<file path="src/rtl/mc_ctrl_pkg.sv">
// Purpose : shared encodings for the multi-cycle MIPS controller (states, opcodes,
//           funct codes, ALU operations, datapath mux selects, control bundle).
// Latency : n/a (types and constants only). Backpressure: n/a.
package mc_ctrl_pkg;

  typedef enum logic [3:0] {
    S_IF    = 4'd0,
    S_ID    = 4'd1,
    S_MADDR = 4'd2,
    S_MRD   = 4'd3,
    S_MWB   = 4'd4,
    S_MWR   = 4'd5,
    S_EXR   = 4'd6,
    S_WBR   = 4'd7,
    S_EXI   = 4'd8,
    S_WBI   = 4'd9,
    S_BR    = 4'd10,
    S_J     = 4'd11,
    S_JAL   = 4'd12,
    S_JR    = 4'd13
  } state_t;

  // Fixed reset state; not a module parameter so it cannot be overridden.
  localparam logic [3:0] RESET_STATE = 4'd0;

  // Opcodes (IR[31:26])
  localparam logic [5:0] OP_RTYPE = 6'h00;
  localparam logic [5:0] OP_J     = 6'h02;
  localparam logic [5:0] OP_JAL   = 6'h03;
  localparam logic [5:0] OP_BEQ   = 6'h04;
  localparam logic [5:0] OP_BNE   = 6'h05;
  localparam logic [5:0] OP_ADDI  = 6'h08;
  localparam logic [5:0] OP_SLTI  = 6'h0A;
  localparam logic [5:0] OP_ANDI  = 6'h0C;
  localparam logic [5:0] OP_ORI   = 6'h0D;
  localparam logic [5:0] OP_XORI  = 6'h0E;
  localparam logic [5:0] OP_LUI   = 6'h0F;
  localparam logic [5:0] OP_LW    = 6'h23;
  localparam logic [5:0] OP_SW    = 6'h2B;

  // R-type funct codes (IR[5:0])
  localparam logic [5:0] FN_SLL  = 6'h00;
  localparam logic [5:0] FN_SRL  = 6'h02;
  localparam logic [5:0] FN_JR   = 6'h08;
  localparam logic [5:0] FN_ADD  = 6'h20;
  localparam logic [5:0] FN_ADDU = 6'h21;
  localparam logic [5:0] FN_SUB  = 6'h22;
  localparam logic [5:0] FN_SUBU = 6'h23;
  localparam logic [5:0] FN_AND  = 6'h24;
  localparam logic [5:0] FN_OR   = 6'h25;
  localparam logic [5:0] FN_XOR  = 6'h26;
  localparam logic [5:0] FN_NOR  = 6'h27;
  localparam logic [5:0] FN_SLT  = 6'h2A;

  // ALU operations
  localparam logic [3:0] ALU_ADD = 4'd0;
  localparam logic [3:0] ALU_SUB = 4'd1;
  localparam logic [3:0] ALU_AND = 4'd2;
  localparam logic [3:0] ALU_OR  = 4'd3;
  localparam logic [3:0] ALU_XOR = 4'd4;
  localparam logic [3:0] ALU_NOR = 4'd5;
  localparam logic [3:0] ALU_SLT = 4'd6;
  localparam logic [3:0] ALU_SLL = 4'd7;
  localparam logic [3:0] ALU_SRL = 4'd8;
  localparam logic [3:0] ALU_LUI = 4'd9;

  // pc_source
  localparam logic [1:0] PCS_ALU    = 2'd0;
  localparam logic [1:0] PCS_ALUOUT = 2'd1;
  localparam logic [1:0] PCS_JUMP   = 2'd2;
  localparam logic [1:0] PCS_RS     = 2'd3;

  // reg_dst
  localparam logic [1:0] RD_RT  = 2'd0;
  localparam logic [1:0] RD_RD  = 2'd1;
  localparam logic [1:0] RD_R31 = 2'd2;

  // mem_to_reg
  localparam logic [1:0] M2R_ALUOUT = 2'd0;
  localparam logic [1:0] M2R_MDR    = 2'd1;
  localparam logic [1:0] M2R_PC     = 2'd2;

  // alu_src_b
  localparam logic [1:0] SRCB_RT    = 2'd0;
  localparam logic [1:0] SRCB_FOUR  = 2'd1;
  localparam logic [1:0] SRCB_IMM   = 2'd2;
  localparam logic [1:0] SRCB_IMMS2 = 2'd3;

  // Complete set of datapath controls driven by the FSM.
  typedef struct packed {
    logic       pc_write;
    logic       pc_write_cond;
    logic       branch_ne;
    logic [1:0] pc_source;
    logic       iord;
    logic       mem_read;
    logic       mem_write;
    logic       ir_write;
    logic       reg_write;
    logic [1:0] reg_dst;
    logic [1:0] mem_to_reg;
    logic       alu_src_a;
    logic [1:0] alu_src_b;
    logic [3:0] alu_ctrl;
    logic       ext_sorz;
    logic       illegal_op;
  } ctrl_t;

endpackage

</file>
<file path="src/rtl/mc_ctrl_alu_dec.sv">
// Purpose : combinational ALU decode; R-type funct or I-type opcode -> alu_ctrl,
//           extender sign/zero select and a legal flag.
// Latency : 0 cycles (pure combinational). Backpressure: none.
// Ports   : i_rtype selects funct decode (1) or opcode decode (0); i_opcode, i_funct from IR;
//           o_alu_ctrl ALU op, o_ext_sorz 1=sign/0=zero extend, o_legal 1 when decodable.
module mc_alu_dec
  import mc_ctrl_pkg::*;
(
  input  logic       i_rtype,
  input  logic [5:0] i_opcode,
  input  logic [5:0] i_funct,
  output logic [3:0] o_alu_ctrl,
  output logic       o_ext_sorz,
  output logic       o_legal
);

  always_comb begin
    o_alu_ctrl = ALU_ADD;
    o_ext_sorz = 1'b0;
    o_legal    = 1'b1;
    if (i_rtype) begin
      case (i_funct)
        FN_ADD, FN_ADDU: o_alu_ctrl = ALU_ADD;
        FN_SUB, FN_SUBU: o_alu_ctrl = ALU_SUB;
        FN_AND:          o_alu_ctrl = ALU_AND;
        FN_OR:           o_alu_ctrl = ALU_OR;
        FN_XOR:          o_alu_ctrl = ALU_XOR;
        FN_NOR:          o_alu_ctrl = ALU_NOR;
        FN_SLT:          o_alu_ctrl = ALU_SLT;
        FN_SLL:          o_alu_ctrl = ALU_SLL;
        FN_SRL:          o_alu_ctrl = ALU_SRL;
        default:         o_legal    = 1'b0;
      endcase
    end else begin
      // Arithmetic immediates sign-extend; logical immediates and lui zero-extend.
      case (i_opcode)
        OP_ADDI: begin o_alu_ctrl = ALU_ADD; o_ext_sorz = 1'b1; end
        OP_SLTI: begin o_alu_ctrl = ALU_SLT; o_ext_sorz = 1'b1; end
        OP_ANDI: o_alu_ctrl = ALU_AND;
        OP_ORI:  o_alu_ctrl = ALU_OR;
        OP_XORI: o_alu_ctrl = ALU_XOR;
        OP_LUI:  o_alu_ctrl = ALU_LUI;
        default: o_legal    = 1'b0;
      endcase
    end
  end

endmodule

</file>
<file path="src/rtl/mc_ctrl.sv">
// Purpose : multi-cycle MIPS control FSM sequencing IF/ID/EX/MEM/WB on a shared datapath.
// Latency : outputs decoded from the state register; CPI R/I 4, lw 5, sw 4, br/j 3 (+mem waits).
// Backpressure: mem_ready low holds S_IF/S_MRD/S_MWR; rst forces every output low at once.
// Ports   : clk/rst; opcode/funct from IR; zero ALU flag; mem_ready memory handshake;
//           outputs are the PC, memory, IR, regfile, extender and ALU controls.
module mc_ctrl
  import mc_ctrl_pkg::*;
(
  input  logic       clk,
  input  logic       rst,
  input  logic [5:0] opcode,
  input  logic [5:0] funct,
  input  logic       zero,
  input  logic       mem_ready,
  output logic       pc_write,
  output logic       pc_write_cond,
  output logic       branch_ne,
  output logic [1:0] pc_source,
  output logic       iord,
  output logic       mem_read,
  output logic       mem_write,
  output logic       ir_write,
  output logic       reg_write,
  output logic [1:0] reg_dst,
  output logic [1:0] mem_to_reg,
  output logic       alu_src_a,
  output logic [1:0] alu_src_b,
  output logic [3:0] alu_ctrl,
  output logic       ext_sorz,
  output logic       illegal_op
);

  state_t     r_state;
  ctrl_t      w_ctrl;
  ctrl_t      w_out;
  logic [3:0] w_dec_alu;
  logic       w_dec_ext;
  logic       w_dec_legal;
  logic       w_is_exr;

  // Branch resolution (zero vs. branch_ne) happens in the datapath's PC-enable
  // gate, so the flag is not needed here.
  logic       w_unused_zero;
  assign w_unused_zero = zero;

  assign w_is_exr = (r_state == S_EXR);

  mc_alu_dec u_alu_dec (
    .i_rtype    (w_is_exr),
    .i_opcode   (opcode),
    .i_funct    (funct),
    .o_alu_ctrl (w_dec_alu),
    .o_ext_sorz (w_dec_ext),
    .o_legal    (w_dec_legal)
  );

  // State register and next-state logic.
  always_ff @(posedge clk or posedge rst) begin
    if (rst) begin
      r_state <= state_t'(RESET_STATE);
    end else begin
      case (r_state)
        S_IF:    if (mem_ready) r_state <= S_ID;
        S_ID: begin
          case (opcode)
            OP_RTYPE:                  r_state <= (funct == FN_JR) ? S_JR : S_EXR;
            OP_LW, OP_SW:              r_state <= S_MADDR;
            OP_ADDI, OP_SLTI, OP_ANDI,
            OP_ORI, OP_XORI, OP_LUI:   r_state <= S_EXI;
            OP_BEQ, OP_BNE:            r_state <= S_BR;
            OP_J:                      r_state <= S_J;
            OP_JAL:                    r_state <= S_JAL;
            default:                   r_state <= S_IF;
          endcase
        end
        S_MADDR: r_state <= (opcode == OP_SW) ? S_MWR : S_MRD;
        S_MRD:   if (mem_ready) r_state <= S_MWB;
        S_MWR:   if (mem_ready) r_state <= S_IF;
        S_EXR:   r_state <= w_dec_legal ? S_WBR : S_IF;
        S_EXI:   r_state <= S_WBI;
        default: r_state <= S_IF;
      endcase
    end
  end

  // Moore output decode; only S_IF's IR/PC strobes look at mem_ready.
  always_comb begin
    w_ctrl = '0;
    case (r_state)
      S_IF: begin
        w_ctrl.mem_read  = 1'b1;
        w_ctrl.alu_src_b = SRCB_FOUR;
        w_ctrl.ir_write  = mem_ready;
        w_ctrl.pc_write  = mem_ready;
      end
      S_ID: begin
        // Speculative branch target into ALUOut while the opcode is decoded.
        w_ctrl.alu_src_b = SRCB_IMMS2;
        w_ctrl.ext_sorz  = 1'b1;
        case (opcode)
          OP_RTYPE, OP_LW, OP_SW, OP_ADDI, OP_SLTI, OP_ANDI, OP_ORI,
          OP_XORI, OP_LUI, OP_BEQ, OP_BNE, OP_J, OP_JAL: w_ctrl.illegal_op = 1'b0;
          default:                                       w_ctrl.illegal_op = 1'b1;
        endcase
      end
      S_MADDR: begin
        w_ctrl.alu_src_a = 1'b1;
        w_ctrl.alu_src_b = SRCB_IMM;
        w_ctrl.ext_sorz  = 1'b1;
      end
      S_MRD: begin
        w_ctrl.mem_read = 1'b1;
        w_ctrl.iord     = 1'b1;
      end
      S_MWB: begin
        w_ctrl.reg_write  = 1'b1;
        w_ctrl.reg_dst    = RD_RT;
        w_ctrl.mem_to_reg = M2R_MDR;
      end
      S_MWR: begin
        w_ctrl.mem_write = 1'b1;
        w_ctrl.iord      = 1'b1;
      end
      S_EXR: begin
        w_ctrl.alu_src_a  = 1'b1;
        w_ctrl.alu_src_b  = SRCB_RT;
        w_ctrl.alu_ctrl   = w_dec_alu;
        w_ctrl.illegal_op = ~w_dec_legal;
      end
      S_WBR: begin
        w_ctrl.reg_write = 1'b1;
        w_ctrl.reg_dst   = RD_RD;
      end
      S_EXI: begin
        w_ctrl.alu_src_a = 1'b1;
        w_ctrl.alu_src_b = SRCB_IMM;
        w_ctrl.alu_ctrl  = w_dec_alu;
        w_ctrl.ext_sorz  = w_dec_ext;
      end
      S_WBI: begin
        w_ctrl.reg_write  = 1'b1;
        w_ctrl.reg_dst    = RD_RT;
        w_ctrl.mem_to_reg = M2R_ALUOUT;
      end
      S_BR: begin
        w_ctrl.alu_src_a     = 1'b1;
        w_ctrl.alu_src_b     = SRCB_RT;
        w_ctrl.alu_ctrl      = ALU_SUB;
        w_ctrl.pc_write_cond = 1'b1;
        w_ctrl.pc_source     = PCS_ALUOUT;
        w_ctrl.branch_ne     = (opcode == OP_BNE);
      end
      S_J: begin
        w_ctrl.pc_write  = 1'b1;
        w_ctrl.pc_source = PCS_JUMP;
      end
      S_JAL: begin
        w_ctrl.pc_write   = 1'b1;
        w_ctrl.pc_source  = PCS_JUMP;
        w_ctrl.reg_write  = 1'b1;
        w_ctrl.reg_dst    = RD_R31;
        w_ctrl.mem_to_reg = M2R_PC;
      end
      S_JR: begin
        w_ctrl.pc_write  = 1'b1;
        w_ctrl.pc_source = PCS_RS;
      end
      default: w_ctrl = '0;
    endcase
  end

  // Reset blanks outputs combinationally so an in-flight memory request drops
  // in the same cycle rst rises, not at the next edge.
  assign w_out = rst ? '0 : w_ctrl;

  assign pc_write      = w_out.pc_write;
  assign pc_write_cond = w_out.pc_write_cond;
  assign branch_ne     = w_out.branch_ne;
  assign pc_source     = w_out.pc_source;
  assign iord          = w_out.iord;
  assign mem_read      = w_out.mem_read;
  assign mem_write     = w_out.mem_write;
  assign ir_write      = w_out.ir_write;
  assign reg_write     = w_out.reg_write;
  assign reg_dst       = w_out.reg_dst;
  assign mem_to_reg    = w_out.mem_to_reg;
  assign alu_src_a     = w_out.alu_src_a;
  assign alu_src_b     = w_out.alu_src_b;
  assign alu_ctrl      = w_out.alu_ctrl;
  assign ext_sorz      = w_out.ext_sorz;
  assign illegal_op    = w_out.illegal_op;

endmodule
</file>
<file path="config.mk">
export PLATFORM = sky130hd
export DESIGN_NAME = mc_ctrl
export DESIGN_NICKNAME = d
export VERILOG_FILES = /design/src/rtl/mc_ctrl_pkg.sv /design/src/rtl/mc_ctrl_alu_dec.sv /design/src/rtl/mc_ctrl.sv
export SDC_FILE = /design/constraint.sdc
export NUM_CORES = 1
export LEC_CHECK = 0
export ABC_AREA = 1
export BUFFER_PORTS_ARGS = -buffer_cell sky130_fd_sc_hd__buf_2
export CORE_UTILIZATION = 51
export DETAILED_ROUTE_END_ITERATION = 7
export HOLD_SLACK_MARGIN = 0.02
export PLACE_DENSITY = 0.82
export SLEW_MARGIN = 20
export SYNTH_ARGS = -nofsm -noshare
export SYNTH_HDL_FRONTEND = slang
export SYNTH_SLANG_ARGS = --single-unit
</file>
<file path="constraint.sdc">
create_clock -name clk -period 2.2 [get_ports clk]
set_input_delay 0.33 -clock clk [delete_from_list [all_inputs] [get_ports clk]]
set_output_delay 0.33 -clock clk [all_outputs]
set_load 0.05 [all_outputs]
</file>
* Yosys cells after proc, flatten, opt, wreduce, memory -nomap -nowiden
Memory sizes are Yosys's and may differ from the RTL's.
Cells that the tools add are included.
** Storage, ports and cells
- Bits in registers :: 4
- Latch bits :: 0
- RAM bits :: 0
- ROM bits :: 64
- Output and inout bits :: 23
- Logic and storage cells :: 92
- Memories :: 1
** Memories
- (no name shown) :: depth 64, width 1, rd ports 1, clocked after memory_dff 0, wr ports 0, RTL line mc_ctrl.sv:100 : case (opcode)
** Operators by class
- $add $sub $neg :: 0
- Multiply operators :: 0
- Divide/modulo/power cells :: 0
- Order comparisons :: 0
- Equality and inequality tests :: 39
- Shift-type cells :: 0
- Mux-type cells :: 31
- Bitwise logic cells :: 1
- Reduce and logical (&&, ||, !) cells :: 19
** Operators with widths (count)
- $eq 6x6->1 const B :: 11
- $eq 6x4->1 const B :: 7
- $pmux 4 s8 :: 1
- $pmux 4 s7 :: 1
- $eq 4x4->1 const B :: 6
- $pmux 4 s6 :: 1
- $mux 23 :: 1
- $reduce_or 2->1 :: 11
- $mux 4 :: 5
- $pmux 4 s5 :: 1
- $eq 6x2->1 const B :: 3
- $eq 4x3->1 const B :: 4
- $eq 6x3->1 const B :: 2
- $logic_not 6->1 :: 2
- $pmux 2 s3 :: 2
- $reduce_or 11->1 :: 1
- $mux 1 :: 10
- $pmux 3 s3 :: 1
- $eq 4x2->1 const B :: 2
- $pmux 4 s2 :: 1
- $mux 3 :: 2
- $ne 2x2->1 const B :: 3
- $pmux 1 s2 :: 3
- $reduce_or 6->1 :: 1
- other kinds (8) :: 8

* Logic depth before layout (Yosys ltp)
Gate-level depths: netlist of the first run.
- Depth in word-level cells :: 7
- Depth in mapped cells :: 10
- Gate-level depth less buffers :: 10

* Modules after synthesis
From an unflattened synthesis of the first run, not the netlist that was laid out.
** Second synthesis, totals
- Cells, all modules :: 188
- Area total of the unflattened synthesis :: 1031.0 um^2
** Modules (own cells, without submodules)
- mc_ctrl :: instances 1, cells each 138, area an instance 768.2 um^2, seq. area each 100.1 um^2
- mc_alu_dec :: instances 1, cells each 50, area an instance 262.8 um^2, seq. area each 0.0 um^2

* Worst setup path after synthesis of the first run
No wires, ideal clock.
- Kind :: register to output
- Start point :: reg r_state[1]
- End point :: out branch_ne
- Arrival time :: 2.215 ns
- Required time :: 1.870 ns
- Setup slack :: -0.345 ns
- Stages on the path, launching flop included :: 5
- Cells stage by stage :: dfrtp_1 -> inv_2 -> nor2_2 -> nand2_1 -> nor4_1
** Between the ends
- Word-level cells in the longest chain between the ends :: 3
** RTL lines
- start, declared :: RTL line mc_ctrl.sv:33 : state_t r_state;
- start signal, assigned :: RTL line mc_ctrl.sv:60 : r_state <= state_t'(RESET_STATE);
- start signal, assigned :: RTL line mc_ctrl.sv:66 : OP_RTYPE: r_state <= (funct == FN_JR) ? S_JR : S_EXR;
- start signal, assigned :: RTL line mc_ctrl.sv:76 : S_MADDR: r_state <= (opcode == OP_SW) ? S_MWR : S_MRD;
- $eq 4x4->1 :: RTL line mc_ctrl.sv:89 : case (r_state)
- $mux 2 :: RTL line mc_ctrl.sv:89
- $mux 23 :: RTL line mc_ctrl.sv:174 : assign w_out = rst ? '0 : w_ctrl;
- end, declared :: RTL line mc_ctrl.sv:17 : output logic branch_ne,
Every way passes these cells.

* Worst setup path after layout of the first run
- Start point :: reg r_state[1]
- End point :: out alu_ctrl[0]
** Between the ends
- Word-level cells in the longest chain between the ends :: 4
- Elaborated cells on any way between the ends :: 7
- Those cells by class :: eq/ne (3); mux (3); reduce/logical (1)
** RTL lines
- $eq 4x3->1 / $eq 4x4->1 (equally long branches) :: RTL line mc_ctrl.sv:46, mc_ctrl.sv:89
- $mux 4 / $reduce_or 2->1 (equally long branches)
- $pmux 4 s2 * :: RTL line mc_ctrl.sv:89
- $mux 23 * :: RTL line mc_ctrl.sv:174
- end, declared :: RTL line mc_ctrl.sv:28 : output logic [3:0] alu_ctrl,
Every way passes the cells marked *; elsewhere a longest branch is shown, timed or not.

==> impl_metrics.tcl, run 1 <==
set metrics [dict create \
    final_design_area_no_fill_sq_um 1180 \
    post_synthesis_instance_total 180 \
    worst_min_delay_path_class "in2async" \
    ctsHtreeMaxLevel 1 \
    power.switching_uw 742 \
    clk_path_buf_depth 2 \
    final-hold-violation-count 0 \
    die_x_um 44.5 \
    antennaDiodeCount 0 \
    place_area_sq_um 1150 \
    die_area_sq_um 1980 \
    synth_cell_types 28 \
    yosys.area.top_type_share_pct 14.3 \
    wl_per_cell_um 10.3 \
    yosysSeqAreaShare_pct 10.9 \
    post-route-period-util_pct 96.5 \
    initial_core_utilization_pct 57.7 \
    layout-area-overhead-vs-synth_pct 28.2 \
    clock-sinks 4 \
    dominantRegCellSynth "dfrtp_1" \
    post-route-drc-count 0 \
    kind_of_end_point_of_the_critical_path "primary output" \
    setup_ws_pre_cts_ns 0.321 \
    cellLeakagePower_uw 0.000688 \
    cts_setup_buffers 0 \
    hold_ws_ns 0.169 \
    num_vias 1258 \
    detailed_place_hpwl_mm 2.11 \
    globalplace.congestion 0.883 \
    tritoncts "built" \
    power.sequential.fraction_pct 13.7 \
    globalRoute.busiestLayer "met2" \
    clk_root_buffer_cell "clkbuf_4" \
    grt-ovfl-total 0 \
    ys_top_cells_by_area "nand2_1 (14%), inv_1 (13%), nor2_1 (12%), dfrtp_1 (11%), nor2_2 (7.5%)" \
    synth_top_area_cell "nand2_1" \
    post-route-worst-setup-slack_ns 0.0762 \
    fin_tns_setup_ns 0 \
    syn-num-nets 196 \
    worst_ep_arrival_time_ns 1.79 \
    fmaxAchievable_mhz 471 \
    drv_slew 0 \
    worstPathMaxFanout 5 \
    startpoint_class "flip-flop" \
    mostFrequentLayoutCells "buf_2 (36), nand2_1 (35), inv_1 (31), nor2_1 (28), nand3_1 (13)" \
    yosysWarnings 0 \
    power.ir.vdd_worst_mv 0.757 \
    antenna_found_initial 0 \
    clkPwrFrac_pct 7.9 \
    worst_ep_required_time_ns 1.87 \
    powerDensity_nw_per_um2 961 \
    finalWorstPathRequiredPeriod_ns 2.12 \
    grt_use_total_pct 26.5 \
    fin_worst_skew_ns 0.00132 \
    core-area_sq_um 1590 \
    clk-insertion-delay-late_ns 0.23 \
    drt_iter0_markers 39 \
    cts.repair.resized 0 \
    multi_input_area_sq_um 699 \
    clk_pin_slew_ns 0.04 \
    nets 236 \
    pin_count_of_the_biggest_net_entering_global_routing 16 \
    detailedRoute.firstPassIterationCount 4 \
    drt_wl_total_mm 2.50 \
    synth_edf_count 0 \
    final_common_cell "buf_2" \
    number_of_flip_flops_under_the_largest_register_name 4 \
    global_route.usage.met1_pct 40.2 \
    setup_violations 0 \
    cts_buffers 3 \
    p_comb_share_pct 78.3 \
    timing.slew.headroom_pct 79.9 \
    die_height_um 44.5 \
    avgSynthCellArea_sq_um 5.11 \
    ys_seq_elements 4 \
    filler_cell_count_in_the_final_layout 144 \
    regArea_sq_um 100 \
    number_of_buffers_inserted_by_hold_repair_at_cts 0 \
    finish.utilization_pct 73.9 \
    worstMarginPinSlew_ns 0.298 \
    port-buffer-count 37 \
    vias_per_cell 5.20 \
    drtAntennaViolNets 0 \
    max-cap-violations 0 \
    layout_top_registers "r_state x4" \
    status "finished, final reports clean" \
    power_switching_share_pct 65.5 \
    mapped_area_sq_um 920 \
    postSynth.asyncResetShare_pct 100 \
    power_report.internal_total_uw 391 \
    largest_register "r_state" \
    crit_type "reg2out" \
    grt_pass1_wl_mm 4.15 \
    use_met3_pct 0 \
    floorplan.io_pins 39 \
    std_cell_rows 14 \
    number_of_global_route_vias_before_repair 1011 \
    final_layout_size_suffix_gt1_share_pct 31.2 \
    grt_util_met2_pct 43.2 \
]
-- cell type report --
class,instances,area share (%)
Clock buffer,3,1.91
Inverter,37,11.8
Multi-Input combinational cell,137,59.3
Sequential cell,4,8.49
Tap cell,24,2.55
Timing Repair Buffer,37,15.9
-- final timing paths --
path,from,slack (ns),cells after the start,to
worst max-delay path,r_state[1],0.08,6,alu_ctrl[0]
worst min-delay path,rst,0.17,2,r_state[3]
worst max register to register,r_state[1],0.84,6,r_state[2]
worst min register to register,r_state[0],0.73,3,r_state[1]
max in group asynchronous,rst,1.81,2,r_state[2]
min in group clk,mem_ready,0.43,4,r_state[2]
-- synthesized netlist by cell type (2+ instances only) --
cell     number
inv_1        31
nand2_2       4
nand3_1      13
nand2_1      35
a21oi_1      10
o21ai_0       7
o21ai_1       2
nor2_1       29
a31oi_1       2
inv_2         6
nand4_1       5
nor3_1        7
nor2_2       11
dfrtp_1       4
-- layer usage --
layer,share of wire [%],wire (um)
met1,49,1230
met2,46,1150
met3,5.0,126
met4,0,0
met5,0,0
-- through the flow --
stage               total power, uW  std cells
finish                         1130        242
detailed placement             1010        239
global route                   1220        242
global placement                997        239
CTS                            1100        242
floorplan                       831        180
-- worst max-delay path, stage by stage (launching register included) --
cell and delay (ns):
dfrtp_1 0.43, nor2_1 0.25, nand2_1 0.19, inv_1 0.13, nand4_1 0.10, a31oi_1 0.18
buf_2 0.28
-- power by group through the flow --
stage | sequential, uW | combinational (uW) | clock [uW]
6_report | 155 | 888 | 89.9
3_5_place_dp | 154 | 857 | 0
5_1_grt | 159 | 968 | 96.0
3_3_place_gp | 153 | 843 | 0
4_1_cts | 153 | 861 | 91.0
2_1_floorplan | 145 | 686 | 0
-- logic make-up (layout without fill, tap and decap cells) --
| group | Yosys count | after routing | synth area share [%] |
|---|---|---|---|
| AND/OR/NAND/NOR | 109 | 109 | 55.2 |
| AO/OA/AOI/OAI | 28 | 28 | 17.6 |
| flip-flops | 4 | 4 | 10.9 |
| buffers and inverters | 39 | 77 | 16.3 |
Note: power is estimated with default switching activity, not from simulation.
==> run 2, diff against run 1 <==
Clock period 2.2 ns to 2.5 ns, I/O delays scaled along.
==> impl_metrics.tcl, run 2 (synthesized netlist as in run 1, its figures left out) <==
set metrics [dict create \
    worstMarginPinSlew_ns 0.280 \
    grt-ovfl-total 0 \
    cts.repair.resized 0 \
    globalplace.congestion 0.874 \
    die_height_um 44.5 \
    power.ir.vdd_worst_mv 0.841 \
    die_area_sq_um 1980 \
    initial_core_utilization_pct 57.7 \
    pin_count_of_the_biggest_net_entering_global_routing 16 \
    final-hold-violation-count 0 \
    num_vias 1275 \
    drv_slew 0 \
    core-area_sq_um 1590 \
    powerDensity_nw_per_um2 834 \
    fin_worst_skew_ns 0.00579 \
    cpPeakStageDelay_ns 0.42 \
    largest_register "r_state" \
    cpMostUsedCell "nand2_2" \
    worst-r2r-cell-count 6 \
    drtAntennaViolNets 0 \
    finalWorstPathRequiredPeriod_ns 2.20 \
    fin_tns_setup_ns 0 \
    std_cell_rows 14 \
    detailed_place_hpwl_mm 2.08 \
    globalRoute.busiestLayer "met2" \
    drt_wl_total_mm 2.51 \
    critical_path.slowest_cell "dfrtp_1" \
    use_met3_pct 1.22 \
    final_design_area_no_fill_sq_um 1160 \
    mostFrequentLayoutCells "buf_2 (37), nand2_1 (35), inv_1 (31), nor2_1 (29), nand3_1 (13)" \
    cts_buffers 3 \
    place_area_sq_um 1140 \
    clk_root_buffer_cell "clkbuf_4" \
    port-buffer-count 37 \
    number_of_global_route_vias_before_repair 1061 \
    final_common_cell "buf_2" \
    antennaDiodeCount 0 \
    reg2reg_setup_slack_ns 1.10 \
    timing.rr.start "r_state[1]" \
    worst_min_delay_path_class "in2async" \
    number_of_flip_flops_under_the_largest_register_name 4 \
    clk_path_buf_depth 2 \
    kind_of_end_point_of_the_critical_path "primary output" \
    timing.slew.headroom_pct 81.2 \
    status "finished, final reports clean" \
    die_x_um 44.5 \
    cts_setup_buffers 0 \
    worstReg2RegEnd "r_state[0]" \
    fmaxAchievable_mhz 455 \
    grt_use_total_pct 27.8 \
    detailedRoute.firstPassIterationCount 4 \
    post-route-period-util_pct 88.0 \
    ctsHtreeMaxLevel 1 \
    layout_top_registers "r_state x4" \
    clock-sinks 4 \
    tritoncts "built" \
    wl_per_cell_um 10.4 \
    final_layout_size_suffix_gt1_share_pct 30.3 \
    startpoint_class "flip-flop" \
    max-cap-violations 0 \
    critical-path-top-delay-family "simple AND/OR/NAND/NOR gates" \
    crit_type "reg2out" \
    totalPowerFinal_uw 970 \
    global_route.usage.met1_pct 39.1 \
    clk-insertion-delay-late_ns 0.23 \
    number_of_buffers_inserted_by_hold_repair_at_cts 0 \
    drt_iter0_markers 68 \
    cellLeakagePower_uw 0.000687 \
    worst_ep_required_time_ns 2.12 \
    antenna_found_initial 0 \
    filler_cell_count_in_the_final_layout 149 \
    clk_pin_slew_ns 0.04 \
    grt_util_met2_pct 48.2 \
    vias_per_cell 5.27 \
    nets 236 \
    layout-area-overhead-vs-synth_pct 26.5 \
    grt_pass1_wl_mm 4.31 \
    floorplan.io_pins 39 \
    post-route-drc-count 0 \
    worst_ep_arrival_time_ns 1.82 \
    startpoint "r_state[1]" \
    cp_bufs_invs 1 \
    setup_violations 0 \
    worstPathCellList "nor2_1, nand2_1, nand2_2, nand2_2, a311oi_2, buf_2" \
    rsz_0062_raised_after_global_routing "false" \
    worstPathMaxFanout 5 \
]
-- run 2: area by class of cell --
cell class              count  area, sq um  share of cell area (%)
clock buffers               3         22.5                    1.94
inverters                  37          139                    11.9
multi-input cells         137          687                    59.0
flip-flops and latches      4          100                    8.60
well taps                  24         30.0                    2.58
repair buffers             37          185                    15.9
-- run 2: report_power, final --
group / total, uW / switching (uW) / internal [uW]
Clock: 76.3 / 22.8 / 53.4
Combinational: 756 / 569 / 188
Sequential: 138 / 43.4 / 94.4
Total: 970 / 635 / 335
-- run 2: per-stage QoR --
step | setup WS [ns] | hold slack (ns) | instances | util [%]
after global placement | 0.578 | 0.449 | 239 | 71.6
after CTS | 0.316 | 0.216 | 242 | 73.0
after global routing | 0.174 | 0.252 | 242 | 73.0
final | 0.300 | 0.216 | 242 | 73.0
after detailed placement | 0.566 | 0.459 | 239 | 71.6
after floorplan | 0.0507 | 0.181 | 180 | -
-- run 2: routing by layer --
| layer | part of all wire, % | up-vias |
|---|---|---|
| li1 | - | 658 |
| met1 | 47 | 562 |
| met2 | 46 | 55 |
| met3 | 6.5 | 0 |
| met4 | 0 | 0 |
| met5 | 0 | - |
-- run 2: worst max-delay path by stage --
stage | end | slack (ns) | depth (start not counted)
after global placement | alu_ctrl[1] | 0.58 | 6
final | alu_ctrl[1] | 0.30 | 6
after global routing | pc_write | 0.17 | 6
after CTS | alu_ctrl[1] | 0.32 | 6
after floorplan | alu_ctrl[3] | 0.05 | 5
after detailed placement | alu_ctrl[1] | 0.57 | 6
==> run 3, diff against run 2 <==
Settings changed: CORE_MARGIN set to 2.
==> impl_metrics.tcl, run 3 (synthesized netlist as in run 1, its figures left out) <==
set metrics [dict create \
    worst_min_delay_path_class "in2async" \
    detailedRoute.firstPassIterationCount 4 \
    setup_violations 0 \
    die_x_um 46.5 \
    drt_wl_total_mm 2.62 \
    detailed_place_hpwl_mm 2.21 \
    rsz_0062_raised_after_global_routing "false" \
    initial_core_utilization_pct 53.8 \
    status "finished, final reports clean" \
    cts.repair.resized 0 \
    place_area_sq_um 1140 \
    cts_buffers 3 \
    core-area_sq_um 1710 \
    fin_worst_skew_ns 0.000668 \
    drv_slew 0 \
    cts_setup_buffers 0 \
    powerDensity_nw_per_um2 836 \
    final_design_area_no_fill_sq_um 1160 \
    grt_pass1_wl_mm 4.17 \
    antennaDiodeCount 0 \
    num_vias 1257 \
    kind_of_end_point_of_the_critical_path "primary output" \
    vias_per_cell 5.17 \
    nets 236 \
    die_height_um 46.5 \
    clk_root_buffer_cell "clkbuf_4" \
    drt_iter0_markers 59 \
    grt_use_total_pct 25.9 \
    worstReg2RegEnd "r_state[0]" \
    die_area_sq_um 2160 \
    floorplan.io_pins 39 \
    multi_input_area_sq_um 687 \
    ctsHtreeMaxLevel 1 \
    number_of_buffers_inserted_by_hold_repair_at_cts 0 \
    worstPathMaxFanout 5 \
    port-buffer-count 37 \
    setup_ws_pre_cts_ns 0.579 \
    mostFrequentLayoutCells "buf_2 (37), nand2_1 (35), inv_1 (31), nor2_1 (29), nand3_1 (13)" \
    regArea_sq_um 100 \
    timing.slew.headroom_pct 80.6 \
    totalPowerFinal_uw 974 \
    wl_per_cell_um 10.8 \
    worst-r2r-cell-count 6 \
    tritoncts "built" \
    fmaxAchievable_mhz 455 \
    grt-ovfl-total 0 \
    finish.utilization_pct 68.2 \
    drtAntennaViolNets 0 \
    number_of_global_route_vias_before_repair 1035 \
    timing.rr.start "r_state[1]" \
    post-route-drc-count 0 \
    finalWorstPathRequiredPeriod_ns 2.20 \
    antenna_found_initial 0 \
    clk-insertion-delay-late_ns 0.23 \
    clk_pin_slew_ns 0.04 \
    power.ir.vdd_worst_mv 0.533 \
    final_common_cell "buf_2" \
    crit_type "reg2out" \
    fin_tns_setup_ns 0 \
    post-route-period-util_pct 87.8 \
    final-hold-violation-count 0 \
    max-cap-violations 0 \
    reg2reg_setup_slack_ns 1.11 \
    std_cell_rows 15 \
    final_layout_size_suffix_gt1_share_pct 30.3 \
    cellLeakagePower_uw 0.000687 \
    globalplace.congestion 0.888 \
    worst_ep_required_time_ns 2.12 \
    number_of_flip_flops_under_the_largest_register_name 4 \
    filler_cell_count_in_the_final_layout 165 \
    clock-sinks 4 \
    post-route-worst-setup-slack_ns 0.304 \
    layout_top_registers "r_state x4" \
    largest_register "r_state" \
    worst_ep_arrival_time_ns 1.82 \
    pin_count_of_the_biggest_net_entering_global_routing 16 \
    worstMarginPinSlew_ns 0.288 \
    layout-area-overhead-vs-synth_pct 26.7 \
    startpoint_class "flip-flop" \
    clk_path_buf_depth 2 \
]
-- run 3: cell counts in the layout (fill, tap and decap cells not counted) --
No cell type changed its count.
-- run 3: power breakdown --
group / total [uW] / internal (uW) / switching (uW)
Combinational: 761 / 188 / 573
Sequential: 135 / 94.4 / 40.9
Clock: 78.6 / 53.6 / 25.0
-- run 3: metrics by stage --
stage	cells	hold slack (ns)
6_report	243	0.213
5_1_grt	243	0.235
4_1_cts	243	0.214
3_5_place_dp	240	0.449
3_3_place_gp	240	0.444
2_1_floorplan	180	0.181
-- run 3: worst max-delay path by stage --
stage / startpoint / to / slack [ns] / depth (start not counted)
final: r_state[1] / alu_ctrl[0] / 0.30 / 6
after global placement: r_state[1] / alu_ctrl[1] / 0.60 / 6
after global routing: r_state[1] / alu_ctrl[0] / 0.15 / 6
after detailed placement: r_state[1] / alu_ctrl[1] / 0.58 / 6
after floorplan: r_state[1] / alu_ctrl[3] / 0.05 / 5
after CTS: r_state[1] / alu_ctrl[1] / 0.33 / 6
-- run 3: cell type report --
cell class	count	share of cell area, %
Multi-Input combinational cell	137	59.0
Timing Repair Buffer	37	15.9
Inverter	37	11.9
Sequential cell	4	8.59
Tap cell	25	2.69
Clock buffer	3	1.93
-- run 3: critical path, stage by stage, from the launching register on --
cell,delay (ns)
dfrtp_1,0.43
nor2_1,0.25
nand2_1,0.19
inv_1,0.13
nand4_1,0.11
a31oi_1,0.20
buf_2,0.29
-- run 3: per-layer routing --
metal	track usage, %	vias up	share of wire, %
met5	0	-	0
met4	4.57	0	0
met3	1.18	0	5.7
li1	-	656	-
met2	47.2	61	49
met1	33.5	540	45
